[src/rtl/crc8_pkg.sv]
// Shared constants, FSM state encoding and the single-bit CRC-8 step used by the
// word checker and its crc_8 engine.
package crc8_pkg;

  localparam logic [7:0] CRC8_POLY        = 8'h31;
  localparam logic [7:0] CRC8_INIT        = 8'hFF;
  localparam logic [3:0] CRC8_BUSY_CYCLES = 4'd10;

  typedef enum logic [2:0] {
    ST_IDLE,
    ST_ENG_RST,
    ST_RUN,
    ST_WAIT,
    ST_FEED,
    ST_GETCRC,
    ST_OUT
  } state_e;

  // One MSB-first shift of the CRC register with polynomial reduction.
  function automatic logic [7:0] crc8_shift(input logic [7:0] c);
    return c[7] ? ({c[6:0], 1'b0} ^ CRC8_POLY) : {c[6:0], 1'b0};
  endfunction

endpackage

[src/rtl/crc_8.sv]
// Bit-serial CRC-8 engine: a run rising edge folds one byte into the running CRC.
// It is busy for 10 cycles afterwards, and ready_o reports when crc_o is valid.
module crc_8
  import crc8_pkg::*;
(
  input  logic       clk_i,
  input  logic       rst_n_i,
  input  logic       run_i,
  input  logic [7:0] data_i,
  output logic       ready_o,
  output logic [7:0] crc_o
);

  logic [7:0] crc_q;
  logic [3:0] cnt_q;
  logic       run_q;

  // The byte is XORed in on the edge, then reduced over the first 8 busy cycles;
  // the last two busy cycles are idle padding before ready returns.
  always_ff @(posedge clk_i) begin
    if (!rst_n_i) begin
      crc_q <= CRC8_INIT;
      cnt_q <= '0;
      run_q <= 1'b0;
    end else begin
      run_q <= run_i;
      if (run_i && !run_q) begin
        crc_q <= crc_q ^ data_i;
        cnt_q <= CRC8_BUSY_CYCLES;
      end else if (cnt_q != 4'd0) begin
        cnt_q <= cnt_q - 4'd1;
        if (cnt_q > 4'd2) begin
          crc_q <= crc8_shift(crc_q);
        end
      end
    end
  end

  assign ready_o = (cnt_q == 4'd0);
  assign crc_o   = crc_q;

endmodule

[config.mk]
export PLATFORM = sky130hd
export DESIGN_NAME = crc_8
export DESIGN_NICKNAME = d
export VERILOG_FILES = /design/src/rtl/crc8_pkg.sv /design/src/rtl/crc_8.sv
export SDC_FILE = /design/constraint.sdc
export NUM_CORES = 1
export LEC_CHECK = 0
export BUFFER_PORTS_ARGS = -buffer_cell sky130_fd_sc_hd__buf_2
export CAP_MARGIN = 0
export CORE_MARGIN = 1.5
export CORE_UTILIZATION = 45
export DETAILED_ROUTE_END_ITERATION = 12
export GPL_TIMING_DRIVEN = 0
export PLACE_DENSITY = 0.79
export SLEW_MARGIN = 40
export SYNTH_ARGS = -nofsm -noshare
export SYNTH_HDL_FRONTEND = slang
export SYNTH_SLANG_ARGS = --single-unit
[constraint.sdc]
create_clock -name clk_i -period 1.7 [get_ports clk_i]
set_input_delay 0.34 -clock clk_i [delete_from_list [all_inputs] [get_ports clk_i]]
set_output_delay 0.34 -clock clk_i [all_outputs]
set_load 0.02 [all_outputs]
==> summary.txt <==
Largest net degree at the start of global routing: 11
Pre-CTS setup slack: 192 ps
Sequential Power Share: 45.2%
Max_cap viols: 0
Final net count: 109
R2R setup slack: 310 ps
Yosys cell types: 21
DR iter-0 viols: 8
Total GRT Usage: 16.4%
Clock network power share: 23.5%
Reg-to-reg critical path endpoint: crc_o[5]
Vias: 633
H-tree Lvls: 1
Sum Neg Setup Slack: 0 ps
Vias/cell: 5.55
Cts repair resizes: 0
Most frequent cells in the layout: 18 x buf_2, 16 x mux2i_1, 13 x dfxtp_1, 10 x nand2_1
Worst setup path start: cnt_q[0]
Final setup margin: 104 ps
Clk root buf: clkbuf_4
Post-synth top flop: dfxtp_1
Starting Density: 47.0%
CTS tree: done
Crit-path cells: nor4_1 > buf_2
CP Capture Type: primary output
Die area: 2030 µm²
Post-synth top area share: 32.8%
Mapped Cells: 75
First-pass GRT wire length: 2390 µm
Routed wire length: 1500 µm
Routability-driven placement congestion ratio: 0.692
Fraction of registers with async set/reset: 0%
Worst-skew pair later-pin latency: 270 ps
Vias in the first global route: 535
Crit start category: flip-flop
Placed insts: 110
Antenna cells: 0
Power Density: 889 nW/µm²
Worst reg2reg path startpoint: run_q
Cell area after synthesis: 795 µm²
Slew Limit Fails: 0
Slowest CP cell: dfxtp_1
Fmax: 0.627 GHz
#FFs+latches synth: 13
Worst VDD drop: 533 µV
# port buffers: 18
Crit path max fanout: 7
Cts hold-fix bufs: 0
IO Count: 20
Clock Sinks: 13
Antenna viol nets, final: 0
Post-synth EDFFs: 0
Yosys warnings: 0
Synth area leaders: dfxtp_1 33%, mux2i_1 20%, a32oi_2 16%
Post-synthesis sequential area ratio: 32.8%
Area leader, netlist: dfxtp_1
Proportion of layout cells with a drive suffix above 1: 36.1%
Outcome: finished, final reports clean
Fillers: 161
First drt pass iteration count: 4
Tcrit/Tclk final: 93.9%
Worst Path Buf+Inv: 1
Sw Pwr: 0.281 mW
Clk buf depth: 2
Critical Path AT: 1260 ps
CP required: 1360 ps
Final Hold Vio Count: 0
Reg2Reg Depth: 5
Core Region: 1690 µm²
Commonest non-fill, non-tap cell in the layout: buf_2
Initial antenna violation count: 0
Int Power: 0.548 mW
Crit path capture: ready_o
Unrepaired setup endpoints after global routing: false
Syn_nets: 86
Net Sw Frac: 33.9%
Leakage power: 0.434 nW
# DRC: 0
Clk_skew: 5.29 ps
Setup CP Type: reg -> out
Fin cells: 114
Site Rows: 15
Final Power: 0.829 mW
Clock buffer count from CTS: 3
Hold_ws: 276 ps
Grt ovf: 0
Post-CTS Setup Bufs: 0
Crit path depth: 2
Die width: 45.0 µm
Delay of the slowest cell on the worst path: 380 ps
P&R area growth vs syn: 17.3%
Routed wire per std cell: 13.1 µm
Worst Tran Pin Value: 614 ps
Top cell family by delay on the critical path: flip-flops
Post-placement cell area: 906 µm²
Worst rel slew slack: 59.0%
Hpwl dp: 1060 µm
Die Ht: 45.0 µm
Post-Layout Inst Area: 932 µm²
Core Util, Final: 55.2%
Setup violation total in the final timing report: 0
Avg Inst Size Synth: 10.6 µm²
Clk slew on worst S/H paths: 90 ps
Power share of the combinational group: 31.3%
Worst min path class: in -> reg
Final min period: 1600 ps
worst min-delay path by stage:
stage	startpoint	to	slack (ps)	cells past startpoint
2_1_floorplan	run_i	run_q	460	1
3_3_place_gp	cnt_q[3]	cnt_q[3]	500	2
3_5_place_dp	cnt_q[3]	cnt_q[3]	520	2
4_1_cts	run_i	run_q	270	2
5_1_grt	run_i	run_q	270	2
6_report	run_i	run_q	280	2
logic make-up after synthesis:
logic type                share of synthesized area, %
DFF                                               32.8
buffers and inverters                             4.25
and+or+nand+nor                                   17.8
AOI/OAI and AO/OA                                 21.7
xor gates and xnor gates                          3.31
muxes                                             20.2
power by group through the flow:
stage                     combinational [mW]  clock [mW]  sequential (mW)
after floorplan                        0.172           0            0.403
after global placement                 0.256           0            0.379
after detailed placement               0.262           0            0.382
after CTS                              0.262       0.199            0.375
after global routing                   0.281       0.218            0.381
final                                  0.259       0.195            0.374
sequential cells by signal, indices dropped and copies added, names as in the netlist:
register and count:
run_q 1, crc_o 8, cnt_q 4
metal layers:
layer | up-vias | wire, µm | track usage [%]
li1 | 318 | - | -
met1 | 294 | 698 | 21.6
met3 | 2 | 82 | 7.20
met2 | 19 | 699 | 24.9
met4 | 0 | 15 | 3.53
met5 | - | 0 | 0
synth_stat cells (all sizes together) (2+ instances only):
library cell / instances
mux2i: 16
dfxtp: 13
nand2: 10
a32oi: 8
nor2b: 8
buf: 3
xor2: 3
clkbuf: 2
nand2b: 2
cell type report:
type	count	area [µm²]	area share (%)
tap	17	21.3	2.28
sequential	13	260	27.9
multi-input combinational	57	500	53.7
clock buffer	4	26.3	2.82
timing repair buffer	18	90.1	9.66
buffer	5	33.8	3.62
(Power assumes the default switching activity.)
